--- src/rtl/fifo_umbral.sv ---
// Transmit-path FIFO with registered read data, sticky error flag and
// programmable almost-full / almost-empty thresholds.
module fifo_umbral #(
  parameter int DATA_W = 6,
  parameter int ADDR_W = 3,
  parameter int U_W    = 4
) (
  input  logic              clk,
  input  logic              reset,
  input  logic              push,
  input  logic              pop,
  input  logic [DATA_W-1:0] data_in,
  input  logic [U_W-1:0]    umbral_alto,
  input  logic [U_W-1:0]    umbral_bajo,
  output logic [DATA_W-1:0] data_out,
  output logic              valid_out,
  output logic              fifo_empty,
  output logic              fifo_full,
  output logic              almost_full,
  output logic              almost_empty,
  output logic              fifo_error,
  output logic [ADDR_W:0]   count
);

  localparam int DEPTH = 1 << ADDR_W;
  localparam int CW    = ADDR_W + 1;
  localparam int TW    = (U_W > CW) ? U_W : CW;
  localparam logic [CW-1:0] DEPTH_C = CW'(DEPTH);

  logic [DATA_W-1:0] mem_r [DEPTH];
  logic [ADDR_W-1:0] wr_ptr_r;
  logic [ADDR_W-1:0] rd_ptr_r;
  logic [CW-1:0]     count_r;
  logic [DATA_W-1:0] data_r;
  logic              valid_r;
  logic              error_r;

  logic              push_ok_s;
  logic              pop_ok_s;
  logic              full_s;
  logic              empty_s;
  logic              error_set_s;
  logic              almost_full_s;
  logic              almost_empty_s;
  logic [TW-1:0]     count_ext_s;
  logic [TW-1:0]     alto_ext_s;
  logic [TW-1:0]     bajo_ext_s;

  // Acceptance, error detection and threshold comparison.
  always_comb begin
    empty_s        = (count_r == {CW{1'b0}});
    full_s         = (count_r == DEPTH_C);
    // A push into a full FIFO is only rescued by a pop that is itself accepted.
    pop_ok_s       = pop && !empty_s;
    push_ok_s      = push && (!full_s || pop_ok_s);
    error_set_s    = (push && !push_ok_s) || (pop && empty_s);
    count_ext_s    = TW'(count_r);
    alto_ext_s     = TW'(umbral_alto);
    bajo_ext_s     = TW'(umbral_bajo);
    almost_full_s  = (alto_ext_s != {TW{1'b0}}) && (count_ext_s >= alto_ext_s);
    almost_empty_s = (count_ext_s <= bajo_ext_s);
  end

  // Storage array; contents need no reset.
  always_ff @(posedge clk) begin
    if (push_ok_s) begin
      mem_r[wr_ptr_r] <= data_in;
    end
  end

  // Pointers, occupancy, read register and sticky error.
  always_ff @(posedge clk or negedge reset) begin
    if (!reset) begin
      wr_ptr_r <= {ADDR_W{1'b0}};
      rd_ptr_r <= {ADDR_W{1'b0}};
      count_r  <= {CW{1'b0}};
      data_r   <= {DATA_W{1'b0}};
      valid_r  <= 1'b0;
      error_r  <= 1'b0;
    end else begin
      if (push_ok_s) begin
        wr_ptr_r <= wr_ptr_r + ADDR_W'(1);
      end
      if (pop_ok_s) begin
        rd_ptr_r <= rd_ptr_r + ADDR_W'(1);
        data_r   <= mem_r[rd_ptr_r];
        valid_r  <= 1'b1;
      end else begin
        valid_r  <= 1'b0;
      end
      case ({push_ok_s, pop_ok_s})
        2'b10:   count_r <= count_r + CW'(1);
        2'b01:   count_r <= count_r - CW'(1);
        default: count_r <= count_r;
      endcase
      if (error_set_s) begin
        error_r <= 1'b1;
      end
    end
  end

  assign data_out     = data_r;
  assign valid_out    = valid_r;
  assign fifo_error   = error_r;
  assign count        = count_r;
  assign fifo_empty   = empty_s;
  assign fifo_full    = full_s;
  assign almost_full  = almost_full_s;
  assign almost_empty = almost_empty_s;

endmodule
--- config.mk ---
export PLATFORM = sky130hd
export DESIGN_NAME = fifo_umbral
export DESIGN_NICKNAME = d
export VERILOG_FILES = /design/src/rtl/fifo_umbral.sv
export SDC_FILE = /design/constraint.sdc
export NUM_CORES = 1
export LEC_CHECK = 0
export CAP_MARGIN = 40
export CORE_MARGIN = 3
export CORE_UTILIZATION = 30
export DETAILED_ROUTE_END_ITERATION = 8
export SYNTH_ARGS = -nofsm -noshare
export SYNTH_HDL_FRONTEND = slang
export SYNTH_SLANG_ARGS = --single-unit
--- constraint.sdc ---
create_clock -name clk -period 3.4 [get_ports clk]
set_input_delay 0.85 -clock clk [delete_from_list [all_inputs] [get_ports clk]]
set_output_delay 0.85 -clock clk [all_outputs]
set_load 0.01 [all_outputs]
==> results_dict.tcl, run 1 <==
set metrics [dict create \
    status "finished, final reports clean" \
    drt-total-wl_microns 5510 \
    finalCriticalPeriod_ns 3.33 \
    synth.distinct_cells 37 \
    cts_htree_levels 3 \
    p_comb_frac 0.388 \
    avgSynthCellArea_sq_um 14.2 \
    ys_seq_elements 66 \
    switching_share 0.332 \
    die_h_microns 106 \
    track_usage 0.104 \
    grt_pass1_vias 1823 \
    layout-drive-gt1-share 0.179 \
    worst_path_largest_cell_delay_ns 0.43 \
    drv_slew 0 \
    path_class "in -> out" \
    rsz0062_at_grt "no" \
    first_iter_violations 77 \
    vias 1793 \
    cp_cell_sequence "clkdlybuf4s50_1 > ha_1 > nand2b_1 > a21o_1 > a211oi_1 > nor3_1 > dlygate4sd2_1" \
    p_int_mw 1.99 \
    fin_area_sq_um 3730 \
    critPathLaunchType "primary input" \
    end_kind "output port" \
    antenna_cells 0 \
    grt_max_degree 27 \
    yosysSeqAreaShare 0.630 \
    start_util 0.316 \
    hpwlAfterDp_microns 3870 \
    clock_skew_ns 0.00740 \
    place_ws_ns -0.260 \
    switchingPower_uw 986 \
    grt_pass1_wl_microns 8980 \
    die_w_microns 106 \
    rows 35 \
    clockPowerShare 0.209 \
    ctsHoldBuffers 0 \
    gr-total-overflow 0 \
    ios 34 \
    syn2layout_area_growth_pct 24.1 \
    crit_slowest_cell "clkdlybuf4s50_1" \
    max_freq_mhz 300 \
    ant_nets 0 \
    muxShareOfSynthArea 0.101 \
    arrival_ns 2.48 \
    synth_top_family_by_area "multiplexers" \
    yosysWarnings 0 \
    finalSetupTns_ns 0 \
    dp.cells 380 \
    yosys.area_share.xor_xnor 0.0204 \
    netlist_area_sq_um 3000 \
    synth-compound-area-share 0.0850 \
    crit_buf_inv 2 \
    clkTransAtPathRegs_ns 0.07 \
    critPathRequiredTime_ns 2.55 \
    clock-sinks 66 \
    cp_top_family "buffers and inverters" \
    vdd_drop_max_v 0.000278 \
    die_area_sq_um 11200 \
    worst_slew_pin_slew_ns 0.476 \
    setup_slack_ns 0.0662 \
    fillers 909 \
    core_area_sq_um 9500 \
    clockBufferDepth 2 \
    avgViaCountPerCell 4.52 \
    layout.nets 294 \
    finalHoldViolCount 0 \
    p_leak_nw 1.43 \
    cts-buffers-inserted 9 \
    max_cap_viol_count 0 \
    gp_congestion 0.732 \
    synth_nets 243 \
    clkLatencyLatePin_ns 0.34 \
    p_seq_frac 0.403 \
    antenna_found_initial 0 \
    hp-class "reg -> reg" \
    final_util 0.392 \
    wire_per_inst_microns 13.9 \
    multi_input_comb_area_sq_um 1010 \
    first_pass_iters 4 \
    synthAdderAreaFrac 0.0567 \
    seq_area_sq_um 1890 \
    cts_tree "built" \
    finalSetupViolCount 0 \
    synth-simple-area-share 0.0742 \
    cp_max_fo 2 \
    drc_errors 0 \
    synthCells 212 \
    slew_headroom 0.682 \
    portBuffers 33 \
    power_density_nw_per_um2 798 \
    instances_no_fill 397 \
    dpl_cell_area_sq_um 3530 \
    period_share 0.981 \
    cts-root-buf "clkbuf_8" \
]
## cells in the mapped netlist
cell | n | area, sq um
a211oi_1 | 1 | 7.51
fa_1 | 1 | 20.0
inv_1 | 12 | 45.0
buf_4 | 2 | 15.0
o21bai_1 | 1 | 7.51
a21oi_1 | 2 | 10.0
buf_2 | 1 | 5.00
a31oi_4 | 1 | 21.3
o21ai_2 | 1 | 8.76
o21ai_0 | 3 | 15.0
xor2_1 | 1 | 8.76
o21ai_1 | 4 | 20.0
mux2_4 | 1 | 15.0
mux2i_1 | 13 | 130
edfxtp_1 | 48 | 1440
nand2_1 | 19 | 71.3
or3_1 | 2 | 12.5
nand2b_1 | 5 | 31.3
mux2_2 | 14 | 158
a21o_1 | 1 | 7.51
ha_1 | 12 | 150
a221o_1 | 6 | 60.1
nand4_1 | 1 | 6.26
buf_6 | 3 | 33.8
nor2_1 | 8 | 30.0
o22ai_2 | 1 | 12.5
o21ai_4 | 1 | 16.3
xnor2_1 | 6 | 52.6
nor3_1 | 5 | 25.0
nor2b_1 | 2 | 12.5
dfrtp_1 | 18 | 450
o22ai_1 | 6 | 37.5
nand3_1 | 3 | 15.0
nor4_1 | 2 | 12.5
or2_2 | 1 | 6.26
a211o_1 | 1 | 8.76
o21a_1 | 3 | 22.5
## cell families after synthesis
group           count (synthesis)
compound gates                 32
xor+xnor                        7
mux                            28
buf+inv                        18
fa+ha+maj                      13
simple gates                   48
flops                          66
## placed cells by master (no fill, tap or decap), types with 2 or more instances in the layout
master	instances
clkdlybuf4s50_1	31
nand3_1	3
xnor2_1	6
buf_4	12
o21ai_0	3
a221o_1	6
nor2_1	8
o22ai_1	6
nand2b_1	5
or3_1	2
clkinv_2	2
clkbuf_8	9
a21oi_1	2
clkbuf_1	2
nand2_1	19
o21a_1	3
nor3_1	5
o21ai_1	4
mux2_2	14
inv_1	12
nor4_1	2
ha_1	12
dfrtp_1	18
edfxtp_1	48
nor2b_1	2
clkinvlp_4	2
mux2i_1	13
## worst paths after layout
path / from / end / slack, ns / cells after the start
max in group asynchronous: reset / wr_ptr_r[0]$_DFFE_PN0P_ / 2.41 / 2
max: umbral_alto[0] / almost_full / 0.07 / 7
min reg2reg: data_out[3]$_DFFE_PN0P_ / data_out[3]$_DFFE_PN0P_ / 0.48 / 2
min: data_out[3]$_DFFE_PN0P_ / data_out[3]$_DFFE_PN0P_ / 0.48 / 2
min in group asynchronous: reset / rd_ptr_r[0]$_DFFE_PN0P_ / 0.83 / 2
max reg2reg: count[1]$_DFFE_PN0P_ / count[3]$_DFFE_PN0P_ / 0.46 / 10
## state kept, by name, indices dropped and copies added, names as in the netlist
register,flops
rd_ptr_r,3
fifo_error,1
wr_ptr_r,3
count,4
mem_r,48
valid_out,1
data_out,6
## per-stage QoR
step	total power, mW	hold WS, ns
detailed placement	2.40	0.475
floorplan	1.98	0.506
global route	3.18	0.510
CTS	3.02	0.491
finish	2.97	0.483
global placement	2.38	0.470
## layer usage
| metal | track usage | share of wire | wire length, microns |
|---|---|---|---|
| met1 | 0.128 | 0.46 | 2510 |
| met2 | 0.166 | 0.49 | 2690 |
| met3 | 0.0364 | 0.039 | 213 |
| met4 | 0.0416 | 0.015 | 84 |
| met5 | 0 | 0 | 0 |
## layout make-up
cell class	count	area share
multi-input combinational	128	0.272
timing repair buffer	46	0.115
inverter	12	0.0121
sequential	66	0.508
clock inverter	5	0.0148
clock buffer	11	0.0353
tap	129	0.0433
## worst reg2reg max path, cell delays in order (launching register included)
cell and delay [ns]:
dfrtp_1 0.46, or3_1 0.46, o21ai_4 0.37, inv_1 0.19, nand2_1 0.14, inv_1 0.07
ha_1 0.29, or2_2 0.31, a21oi_1 0.17, mux2_2 0.35, nand3_1 0.07
## power groups by stage
| stage | logic [mW] | registers (mW) | clock network [mW] |
|---|---|---|---|
| after floorplan | 0.765 | 1.22 | 0 |
| after global placement | 1.17 | 1.21 | 0 |
| after detailed placement | 1.19 | 1.22 | 0 |
| after CTS | 1.18 | 1.20 | 0.640 |
| after global routing | 1.29 | 1.23 | 0.669 |
| final | 1.15 | 1.20 | 0.622 |
## what timing repair did
action / in CTS / in global routing
endpoints found under the hold margin: 0 / 0
endpoints found under the setup margin: 2 / 1
setup buffers: 0 / 0
gates resized for setup: 2 / 2
Power figures use the tool's default switching activity.
==> inputs of run 2 (changes only) <==
--- a/config.mk
+++ b/config.mk
@@ -12,3 +12,4 @@
 export SYNTH_ARGS = -nofsm -noshare
 export SYNTH_HDL_FRONTEND = slang
 export SYNTH_SLANG_ARGS = --single-unit
+export TNS_END_PERCENT = 50
==> results of run 2 <==
Final layout, timing and power as in run 1 (identical DEF).
